$ cat src/rtl/race_controller_if.sv
`default_nettype none
// ============================================================================
// Module      : race_controller_if
// Description : Bundles the key, renderer-overlap and motion/overlay signals
//               exchanged with race_controller. The slave modport is the
//               controller; the master modport is whatever drives it.
// Revision    : 1.0 - initial release
// ============================================================================
interface race_controller_if #(
    parameter int NUM_CARS = 2,
    parameter int LAPS     = 3
) ();
    localparam int LW = $clog2(LAPS + 1);

    // Inputs to the controller
    logic                     frame_tick;
    logic                     video_on;
    logic                     road_on;
    logic                     finish_line;
    logic [NUM_CARS-1:0]      car_on;
    logic                     enter_key;
    logic                     pause_key;

    // Outputs from the controller
    logic                     start_en;
    logic                     countdown_en;
    logic [1:0]               countdown_digit;
    logic                     pause;
    logic                     game_reset;
    logic [NUM_CARS-1:0]      car_freeze;
    logic                     finish_en;
    logic [1:0]               winner;
    logic [NUM_CARS*LW-1:0]   lap_count;

    modport master (
        output frame_tick, video_on, road_on, finish_line, car_on,
               enter_key, pause_key,
        input  start_en, countdown_en, countdown_digit, pause, game_reset,
               car_freeze, finish_en, winner, lap_count
    );

    modport slave (
        input  frame_tick, video_on, road_on, finish_line, car_on,
               enter_key, pause_key,
        output start_en, countdown_en, countdown_digit, pause, game_reset,
               car_freeze, finish_en, winner, lap_count
    );
endinterface
`default_nettype wire

$ cat src/rtl/race_controller.sv
`default_nettype none
// ============================================================================
// Module      : race_controller
// Description : Game-flow sequencer for a NUM_CARS race: start page, 3-2-1
//               countdown, race with lap counting and crash penalties, user
//               pause/abort, and finish page with latched winner.
// Revision    : 1.0 - initial release
// ============================================================================
module race_controller #(
    parameter int NUM_CARS          = 2,
    parameter int LAPS              = 3,
    parameter int COUNTDOWN_FRAMES  = 60,
    parameter int CRASH_HOLD_FRAMES = 90
) (
    input  wire logic clk,
    input  wire logic reset,
    race_controller_if.slave bus
);
    localparam int LW = $clog2(LAPS + 1);
    localparam int HW = $clog2(CRASH_HOLD_FRAMES + 1);
    localparam int CW = $clog2(COUNTDOWN_FRAMES + 1);

    localparam logic [2:0] c_IDLE      = 3'd0;
    localparam logic [2:0] c_COUNTDOWN = 3'd1;
    localparam logic [2:0] c_RACE      = 3'd2;
    localparam logic [2:0] c_PAUSED    = 3'd3;
    localparam logic [2:0] c_OVER      = 3'd4;

    localparam logic [LW-1:0] c_LAPS    = LW'(LAPS);
    localparam logic [HW-1:0] c_HOLD    = HW'(CRASH_HOLD_FRAMES);
    localparam logic [CW-1:0] c_CD_LAST = CW'(COUNTDOWN_FRAMES - 1);

    logic [2:0]    state_q, state_d;
    logic          enter_q, enter_d;
    logic          pause_q, pause_d;
    logic [1:0]    digit_q, digit_d;
    logic [CW-1:0] cd_cnt_q, cd_cnt_d;
    logic [1:0]    winner_q, winner_d;

    logic                   w_enter_rise;
    logic                   w_pause_rise;
    logic                   w_to_idle;
    logic                   w_win_any;
    logic [1:0]             w_win_idx;
    logic [NUM_CARS-1:0]    w_lap_full;
    logic [NUM_CARS-1:0]    w_freeze;
    logic [NUM_CARS*LW-1:0] w_lap_count;

    assign w_enter_rise = bus.enter_key & ~enter_q;
    assign w_pause_rise = bus.pause_key & ~pause_q;

    // Lowest-index car at the lap target wins ties on the same tick
    always_comb begin
        w_win_any = 1'b0;
        w_win_idx = 2'd0;
        for (int i = NUM_CARS - 1; i >= 0; i--) begin
            if (w_lap_full[i]) begin
                w_win_any = 1'b1;
                w_win_idx = 2'(i);
            end
        end
    end

    // Next-state, countdown sequencing and winner latch
    always_comb begin
        enter_d  = bus.enter_key;
        pause_d  = bus.pause_key;
        state_d  = state_q;
        digit_d  = digit_q;
        cd_cnt_d = cd_cnt_q;
        winner_d = winner_q;
        case (state_q)
            c_IDLE: begin
                if (w_enter_rise) begin
                    state_d  = c_COUNTDOWN;
                    digit_d  = 2'd3;
                    cd_cnt_d = '0;
                end
            end
            c_COUNTDOWN: begin
                if (bus.frame_tick) begin
                    if (cd_cnt_q == c_CD_LAST) begin
                        cd_cnt_d = '0;
                        if (digit_q == 2'd1) begin
                            state_d = c_RACE;
                            digit_d = 2'd0;
                        end else begin
                            digit_d = digit_q - 2'd1;
                        end
                    end else begin
                        cd_cnt_d = cd_cnt_q + 1'b1;
                    end
                end
            end
            c_RACE: begin
                // A finished race outranks a simultaneous pause request
                if (w_win_any) begin
                    state_d  = c_OVER;
                    winner_d = w_win_idx;
                end else if (w_pause_rise) begin
                    state_d = c_PAUSED;
                end
            end
            c_PAUSED: begin
                if (w_enter_rise) begin
                    state_d = c_IDLE;
                end else if (w_pause_rise) begin
                    state_d = c_RACE;
                end
            end
            c_OVER: begin
                if (w_enter_rise) begin
                    state_d = c_IDLE;
                end
            end
            default: state_d = c_IDLE;
        endcase
        if (state_d == c_IDLE) begin
            digit_d  = 2'd0;
            cd_cnt_d = '0;
            winner_d = 2'd0;
        end
    end

    // Going to (or staying in) IDLE wipes all per-race bookkeeping
    assign w_to_idle = (state_d == c_IDLE);

    // Global state registers; key history resets high so a held key is ignored
    always_ff @(posedge clk) begin
        if (reset) begin
            state_q  <= c_IDLE;
            enter_q  <= 1'b1;
            pause_q  <= 1'b1;
            digit_q  <= 2'd0;
            cd_cnt_q <= '0;
            winner_q <= 2'd0;
        end else begin
            state_q  <= state_d;
            enter_q  <= enter_d;
            pause_q  <= pause_d;
            digit_q  <= digit_d;
            cd_cnt_q <= cd_cnt_d;
            winner_q <= winner_d;
        end
    end

    for (genvar i = 0; i < NUM_CARS; i++) begin : g_car
        logic          off_hit_q, off_hit_d;
        logic          fin_hit_q, fin_hit_d;
        logic          fin_prev_q, fin_prev_d;
        logic [LW-1:0] lap_q, lap_d;
        logic [HW-1:0] hold_q, hold_d;
        logic          w_off_pix;
        logic          w_fin_pix;

        assign w_off_pix = bus.video_on & bus.car_on[i] & ~bus.road_on;
        assign w_fin_pix = bus.video_on & bus.car_on[i] & bus.finish_line;

        // Per-frame hit accumulation plus crash-hold and lap update at frame end
        always_comb begin
            off_hit_d  = off_hit_q;
            fin_hit_d  = fin_hit_q;
            fin_prev_d = fin_prev_q;
            lap_d      = lap_q;
            hold_d     = hold_q;
            if (state_q == c_RACE) begin
                if (bus.frame_tick) begin
                    // A hit coinciding with the tick belongs to the next frame
                    off_hit_d = w_off_pix;
                    fin_hit_d = w_fin_pix;
                    if (off_hit_q && (hold_q == '0)) begin
                        hold_d = c_HOLD;
                    end else if (hold_q != '0) begin
                        hold_d = hold_q - 1'b1;
                    end
                    if (fin_hit_q && !fin_prev_q && (hold_q == '0) && (lap_q < c_LAPS)) begin
                        lap_d = lap_q + 1'b1;
                    end
                    fin_prev_d = fin_hit_q;
                end else begin
                    off_hit_d = off_hit_q | w_off_pix;
                    fin_hit_d = fin_hit_q | w_fin_pix;
                end
            end
            if (w_to_idle) begin
                off_hit_d  = 1'b0;
                fin_hit_d  = 1'b0;
                fin_prev_d = 1'b0;
                lap_d      = '0;
                hold_d     = '0;
            end
        end

        // Per-car state registers
        always_ff @(posedge clk) begin
            if (reset) begin
                off_hit_q  <= 1'b0;
                fin_hit_q  <= 1'b0;
                fin_prev_q <= 1'b0;
                lap_q      <= '0;
                hold_q     <= '0;
            end else begin
                off_hit_q  <= off_hit_d;
                fin_hit_q  <= fin_hit_d;
                fin_prev_q <= fin_prev_d;
                lap_q      <= lap_d;
                hold_q     <= hold_d;
            end
        end

        assign w_lap_full[i]          = (lap_q == c_LAPS);
        assign w_freeze[i]            = (hold_q != '0);
        assign w_lap_count[i*LW +: LW] = lap_q;
    end

    assign bus.start_en        = (state_q == c_IDLE);
    assign bus.game_reset      = (state_q == c_IDLE);
    assign bus.countdown_en    = (state_q == c_COUNTDOWN);
    assign bus.countdown_digit = (state_q == c_COUNTDOWN) ? digit_q : 2'd0;
    assign bus.pause           = (state_q != c_RACE);
    assign bus.finish_en       = (state_q == c_OVER);
    assign bus.winner          = winner_q;
    assign bus.car_freeze      = w_freeze;
    assign bus.lap_count       = w_lap_count;

endmodule
`default_nettype wire

$ cat src/flat_wrapper.sv
// flat-port wrapper written by rule: the top's interface ports become plain ports
module race_controller_flat 
#(
    parameter int NUM_CARS          = 2,
    parameter int LAPS              = 3,
    parameter int COUNTDOWN_FRAMES  = 60,
    parameter int CRASH_HOLD_FRAMES = 90
)
  (clk, reset, bus_frame_tick, bus_video_on, bus_road_on, bus_finish_line, bus_car_on, bus_enter_key, bus_pause_key, bus_start_en, bus_countdown_en, bus_countdown_digit, bus_pause, bus_game_reset, bus_car_freeze, bus_finish_en, bus_winner, bus_lap_count);
  race_controller_if #(.NUM_CARS(NUM_CARS), .LAPS(LAPS)) bus_i ();
  input  wire logic clk;
  input  wire logic reset;
  input wire logic [$bits(bus_i.frame_tick)-1:0] bus_frame_tick;
  input wire logic [$bits(bus_i.video_on)-1:0] bus_video_on;
  input wire logic [$bits(bus_i.road_on)-1:0] bus_road_on;
  input wire logic [$bits(bus_i.finish_line)-1:0] bus_finish_line;
  input wire logic [$bits(bus_i.car_on)-1:0] bus_car_on;
  input wire logic [$bits(bus_i.enter_key)-1:0] bus_enter_key;
  input wire logic [$bits(bus_i.pause_key)-1:0] bus_pause_key;
  output wire logic [$bits(bus_i.start_en)-1:0] bus_start_en;
  output wire logic [$bits(bus_i.countdown_en)-1:0] bus_countdown_en;
  output wire logic [$bits(bus_i.countdown_digit)-1:0] bus_countdown_digit;
  output wire logic [$bits(bus_i.pause)-1:0] bus_pause;
  output wire logic [$bits(bus_i.game_reset)-1:0] bus_game_reset;
  output wire logic [$bits(bus_i.car_freeze)-1:0] bus_car_freeze;
  output wire logic [$bits(bus_i.finish_en)-1:0] bus_finish_en;
  output wire logic [$bits(bus_i.winner)-1:0] bus_winner;
  output wire logic [$bits(bus_i.lap_count)-1:0] bus_lap_count;
  assign bus_i.frame_tick = bus_frame_tick;
  assign bus_i.video_on = bus_video_on;
  assign bus_i.road_on = bus_road_on;
  assign bus_i.finish_line = bus_finish_line;
  assign bus_i.car_on = bus_car_on;
  assign bus_i.enter_key = bus_enter_key;
  assign bus_i.pause_key = bus_pause_key;
  assign bus_start_en = bus_i.start_en;
  assign bus_countdown_en = bus_i.countdown_en;
  assign bus_countdown_digit = bus_i.countdown_digit;
  assign bus_pause = bus_i.pause;
  assign bus_game_reset = bus_i.game_reset;
  assign bus_car_freeze = bus_i.car_freeze;
  assign bus_finish_en = bus_i.finish_en;
  assign bus_winner = bus_i.winner;
  assign bus_lap_count = bus_i.lap_count;
  race_controller #(.NUM_CARS(NUM_CARS), .LAPS(LAPS), .COUNTDOWN_FRAMES(COUNTDOWN_FRAMES), .CRASH_HOLD_FRAMES(CRASH_HOLD_FRAMES)) u_core (.clk(clk), .reset(reset), .bus(bus_i));
endmodule
$ cat config.mk
export PLATFORM = sky130hd
export DESIGN_NAME = race_controller_flat
export DESIGN_NICKNAME = d
export VERILOG_FILES = /design/src/rtl/race_controller_if.sv /design/src/rtl/race_controller.sv /design/src/flat_wrapper.sv
export SDC_FILE = /design/constraint.sdc
export NUM_CORES = 1
export LEC_CHECK = 0
export BUFFER_PORTS_ARGS = -buffer_cell sky130_fd_sc_hd__buf_2
export CAP_MARGIN = 20
export CORE_MARGIN = 5
export CORE_UTILIZATION = 55
export DETAILED_ROUTE_END_ITERATION = 12
export HOLD_SLACK_MARGIN = 0.03
export PLACE_DENSITY = 0.77
export SLEW_MARGIN = 15
export SYNTH_ARGS = -nofsm -noshare
export SYNTH_HDL_FRONTEND = slang
export SYNTH_SLANG_ARGS = --single-unit
$ cat constraint.sdc
create_clock -name clk -period 2.1 [get_ports clk]
set_input_delay 0.525 -clock clk [delete_from_list [all_inputs] [get_ports clk]]
set_output_delay 0.525 -clock clk [all_outputs]
set_load 0.1 [all_outputs]
After elaboration in Yosys (flattened, before gate mapping)
Cells that the tools add are included.
{ "word_totals": {"elab_cells": 111, "mem_count": 0, "register_bits": 39, "out_inout_bits": 15, "in_bits": 10, "romBits": 0, "mem_bits_rw": 0, "latch_bits": 0} }
{ "op_classes": {"eq_ne": 12, "order_cmp": 2, "div_mod_pow": 0, "muxes": 32, "reduce_logical": 28, "shift": 0, "multipliers": 0, "addsub": 6, "bitwise_logic": 15} }
{ "ops": {"columns": ["cell", "n"], "rows": [
  ["$mux W7", 4],
  ["$mux W3", 9],
  ["$mux W6", 3],
  ["$pmux W3 S5", 1],
  ["$reduce_and A3 Y1", 5],
  ["$logic_not A7 Y1", 2],
  ["$reduce_bool A7 Y1", 2],
  ["$sub A7 B1 Y7 const B", 2],
  ["$pmux W6 S2", 1],
  ["$mux W2", 5],
  ["$and A1 B1 Y1", 8],
  ["$logic_and A1 B1 Y1", 8],
  ["$mux W1", 8],
  ["$add A6 B1 Y6 const B", 1],
  ["$eq A3 B2 Y1 const B", 2],
  ["$eq A6 B6 Y1 const B", 1],
  ["$logic_not A3 Y1", 2],
  ["$reduce_bool A2 Y1", 3],
  ["$add A2 B1 Y2 const B", 2],
  ["$eq A2 B2 Y1 const B", 2],
  ["$lt A2 B2 Y1 const B", 2],
  ["$ne A2 B1 Y1 const B", 2],
  ["$or A1 B1 Y1", 4],
  ["$pmux W2 S2", 1],
  ["11 further kinds", 15]
]} }

Longest topological paths before layout
{ "depth": {"word_depth": 7, "depth_mapped": 9, "depth_no_buf": 7} }

Worst setup path before layout
No wires, ideal clock.
{ "synth_path": {"path_kind": "reg2out", "start": "reg u_core.state_q[0]", "end": "out bus_start_en", "required_time_ns": 1.575, "n_path_buf": 2, "stages_incl_launch_ff": 5, "slack_ns": -0.857, "arrival_time_ns": 2.432, "cell_sequence": "dfxtp_1 > buf_6 > or2_4 > nor2_1 > buf_4"} }
{ "synth_via": {"elab_chain_len": 1} }
{ "synth_rtl": {"columns": ["item", "line", "rtl"], "rows": [
  ["start, declared", "race_controller.sv:33", "logic [2:0] state_q, state_d;"],
  ["start signal, assigned", "race_controller.sv:131", "state_q <= c_IDLE;"],
  ["start signal, assigned", "race_controller.sv:138", "state_q <= state_d;"],
  ["$logic_not A3 Y1", null, null],
  ["end, declared", "flat_wrapper.sv:20", "output wire logic [$bits(bus_i.start_en)-1:0] bus_start_en;"]
]} }
Every way passes these cells.

Worst setup path after layout
{ "layout_path": {"start": "reg u_core.g_car[0].hold_q[0]", "end": "out bus_car_freeze[0]"} }
{ "layout_via": {"elab_chain_len": 1} }
{ "layout_rtl": {"columns": ["item", "line", "rtl"], "rows": [
  ["start, declared", "race_controller.sv:152", "logic [HW-1:0] hold_q, hold_d;"],
  ["start signal, assigned", "race_controller.sv:207", "hold_q <= hold_d;"],
  ["$reduce_bool A7 Y1", "race_controller.sv:212", "assign w_freeze[i] = (hold_q != '0);"],
  ["end, declared", "flat_wrapper.sv:25", "output wire logic [$bits(bus_i.car_freeze)-1:0] bus_car_freeze;"]
]} }
Every way passes these cells.

==> results by group <==
Critical path
  • Largest stage delay, worst path: a little under 400 ps
  • WP data required: 1570 ps
  • WS Path Type: register to output pin
  • Startpoint class of the critical path: register
  • Worst EP arrival: approximately 1600 ps
  • Most common cell on crit path: inv_2
  • R2R setup slack: 200 ps
  • CP endpoint: bus_car_freeze[0]
  • CP endpoint kind: output pin
  • Worst-case reg-to-reg path depth: 8
  • Critical R2R Launch: u_core.g_car[0].hold_q[0]
  • CP Cell Sequence: inv_2, ha_4, or3b_4, nor4_4, inv_2, buf_12
  • Critical R2R Capture: u_core.g_car[0].lap_q[1]
  • Crit path max fanout: 2
  • Setup crit start: u_core.g_car[0].hold_q[0]
  • Slowest CP cell: or3b_4

Routing
  • Post-route DRC: 0
  • Post-Route WL: between 4000 and 5000 um
  • Wire length per cell: ~13 um
  • Routed vias/inst: between 5 and 6
  • Iteration count of the initial detailed-routing pass: 4
  • Final ANT Viol Nets: 0
  • Number of DRC markers in iteration 0: just over 90
  • Vias: roughly 1,700

Status
  • Violated checks: negative setup slack
  • Status: finished, violations left

Clocking
  • H-tree depth: 2
  • Clock Latency Late Sink: ~290 ps
  • CTS tree: yes
  • Clock sink count: 38
  • Clock Tree Buf Depth: 2
  • Hold buffers post-CTS: 0
  • Cts bufs inserted: 5
  • Clock transition at path regs: ~70 ps
  • Root Driver: clkbuf_8

Power
  • Cell Pwr Density: between 500 and 600 nW/um^2
  • Worst vdd ir: about 520 uV
  • Combinational power share: 0.075
  • Int Pwr: 1.088 mW
  • Pwr Total: about 1.4 mW
  • Sw power: between 300 and 400 uW
  • Flop pwr share: 0.513
  • Switching share of power: 0.2342
  • P_leak: about 0.96 nW
  • Clock share of power: 0.411

Timing
  • Final worst slack: -60.56 ps
  • Final Max Slew Viols: 0
  • Unrepaired setup endpoints after global routing: yes
  • Final Cycle Share: 1.029
  • Final hold vios: 0
  • Fmax: around 460 MHz
  • Clk_skew: between 5 and 6 ps
  • WHS: between 400 and 500 ps
  • Post-layout min period: 2161 ps
  • Final setup viols: 2

Placed design
  • Cell Count Post-Placement: around 300
  • GP Congestion: 0.8294
  • Port Buf Inserts: 23
  • Hpwl dp: 2942 um
  • Worst slack, placed: 19.60 ps

Layout
  • Finished Core Util: 0.6950
  • ANT cells: 0
  • Layout Cells excl Fill: between 300 and 400
  • Post-layout nets: around 290
  • Synth-to-Final Area Change: 24.10%
  • Layout cells sized above 1: 0.3443
  • Fill count: just under 300

Synthesis
  • Post-Syn Area: slightly above 2000 um^2
  • Synth top area cells: dfxtp_1 (38%), nor2_1 (6.7%), a21oi_1 (4.0%)
  • Seq/Total Area, Yosys: 0.3767
  • Synthesis Warnings: 0
  • Top cell type's share of synthesized area: 0.3767
  • Synth Area per Inst: slightly below 9 um^2
  • Asr flop ratio synth: 0
  • Count leader, synth: dfxtp_1
  • Synthesized Nets: about 250
  • Netlist cell types: 54
  • Number of synthesized register bits: 38
  • Mapped Cells: 233
  • Yosys top cell by area: dfxtp_1
  • Commonest cells post-synth: dfxtp_1 (38), nor2_1 (36), a21oi_1 (16), nand2_1 (16), inv_1 (13)
  • Main synth FF type: dfxtp_1
  • EDFF count, synth: 0

Die
  • Die area: approximately 5000 um^2
  • Row count: 22
  • Chip height: 70.60 um
  • Initial core utilization: 0.5600
  • Die W: between 70 and 80 um
  • IO Count: 25
  • Core area: about 3600 um^2

GRT
  • Global-route wire length before repair: ~7300 um
  • Largest net degree at the start of global routing: 34
  • Antenna violations before repair: 0
  • GRT overflow: 0
  • Total track usage: 0.1799
  • Vias in the first global route: between 1,500 and 2,000

Job
  • Max-capacitance violation count: 0

Hold path
  • Hold Crit Class: input port to register
-- routing by layer --
layer  vias up  GRT usage  share of wire
met5         -          0              0
met4         0    0.08142          0.015
met3         9    0.04261          0.047
met2        29     0.3067           0.48
met1       790     0.2150           0.46
li1        876          -              -
-- per-stage QoR --
| stage | cell area, um^2 | TNS, ps |
|---|---|---|
| 4_1_cts | 2480 | -173.9 |
| 3_5_place_dp | 2276 | 0 |
| 6_report | 2506 | -112.3 |
| 5_1_grt | 2506 | -270.3 |
| 2_1_floorplan | 2041 | -374.2 |
| 3_3_place_gp | 2276 | 0 |
-- critical path: cells and delay by family (launching register included) --
| kind | cells | cell delay (ps) |
|---|---|---|
| buffers and inverters | 3 | 320 |
| flip-flops | 1 | 330 |
| AND/OR/NAND/NOR | 2 | 580 |
| adder cells (fa/ha/maj) | 1 | 130 |
-- worst min path at each step --
stage / startpoint / endpoint / slack (ps) / cells after the start
after floorplan: u_core.g_car[1].fin_prev_q / u_core.g_car[1].fin_prev_q / 430 / 2
after global placement: u_core.g_car[1].fin_prev_q / u_core.g_car[1].fin_prev_q / 450 / 2
after detailed placement: u_core.g_car[1].fin_prev_q / u_core.g_car[1].fin_prev_q / 450 / 2
after CTS: bus_pause_key / u_core.pause_q / 430 / 2
after global routing: bus_pause_key / u_core.pause_q / 430 / 2
final: bus_pause_key / u_core.pause_q / 430 / 2
-- cell families after synthesis --
| logic type | count (synthesis) | share of synthesized area |
|---|---|---|
| buf+inv | 23 | 0.06567 |
| xor+xnor | 12 | 0.05204 |
| fa+ha+maj | 6 | 0.03717 |
| mux | 4 | 0.01983 |
| simple gates | 113 | 0.3203 |
| other cells | 1 | 0.001857 |
| flops | 38 | 0.3767 |
| compound gates | 36 | 0.1264 |
-- timing repair --
action                     4_1_cts  5_1_grt
buffers inserted                 4        3
resized for setup               20        3
hold endpoints to repair         0        0
setup endpoints to repair        5        5
pin swaps                        4        3
-- layout make-up --
class | instances | area, um^2 | area share
Multi-Input combinational cell | 172 | 1166 | 0.4653
Sequential cell | 38 | 772.0 | 0.3080
Timing Repair Buffer | 41 | 345.3 | 0.1378
Clock buffer | 8 | 110.1 | 0.04393
Tap cell | 48 | 60.06 | 0.02396
Inverter | 14 | 52.55 | 0.02097
-- registers in the layout (all words and copies together) (netlist names) --
register,cells
u_core.bus.winner,1
u_core.cd_cnt_q,6
u_core.digit_q,2
u_core.enter_q,1
u_core.g_car.fin_hit_q,2
u_core.g_car.fin_prev_q,2
u_core.g_car.hold_q,14
u_core.g_car.lap_q,4
u_core.g_car.off_hit_q,2
u_core.pause_q,1
u_core.state_q,3
-- cells in the final DEF, fill, tap and decap left out, drive strengths merged, types with 5 or more instances in the layout --
master | synthesis | routed
buf | 8 | 41
nor2 | 38 | 38
dfxtp | 38 | 38
nand2 | 18 | 18
a21oi | 17 | 17
inv | 14 | 14
nand3 | 12 | 12
nor3 | 10 | 10
clkbuf | 1 | 8
o21ai | 8 | 8
xnor2 | 7 | 7
ha | 6 | 6
xor2 | 5 | 5
-- power by group through the flow --
stage | clock (mW) | sequential [mW] | combinational (mW)
floorplan | 0 | 0.742 | 0.0875
global placement | 0 | 0.745 | 0.104
detailed placement | 0 | 0.745 | 0.106
CTS | 0.596 | 0.728 | 0.108
global route | 0.634 | 0.729 | 0.114
finish | 0.584 | 0.729 | 0.107
Note: power is estimated with default switching activity, not from simulation.
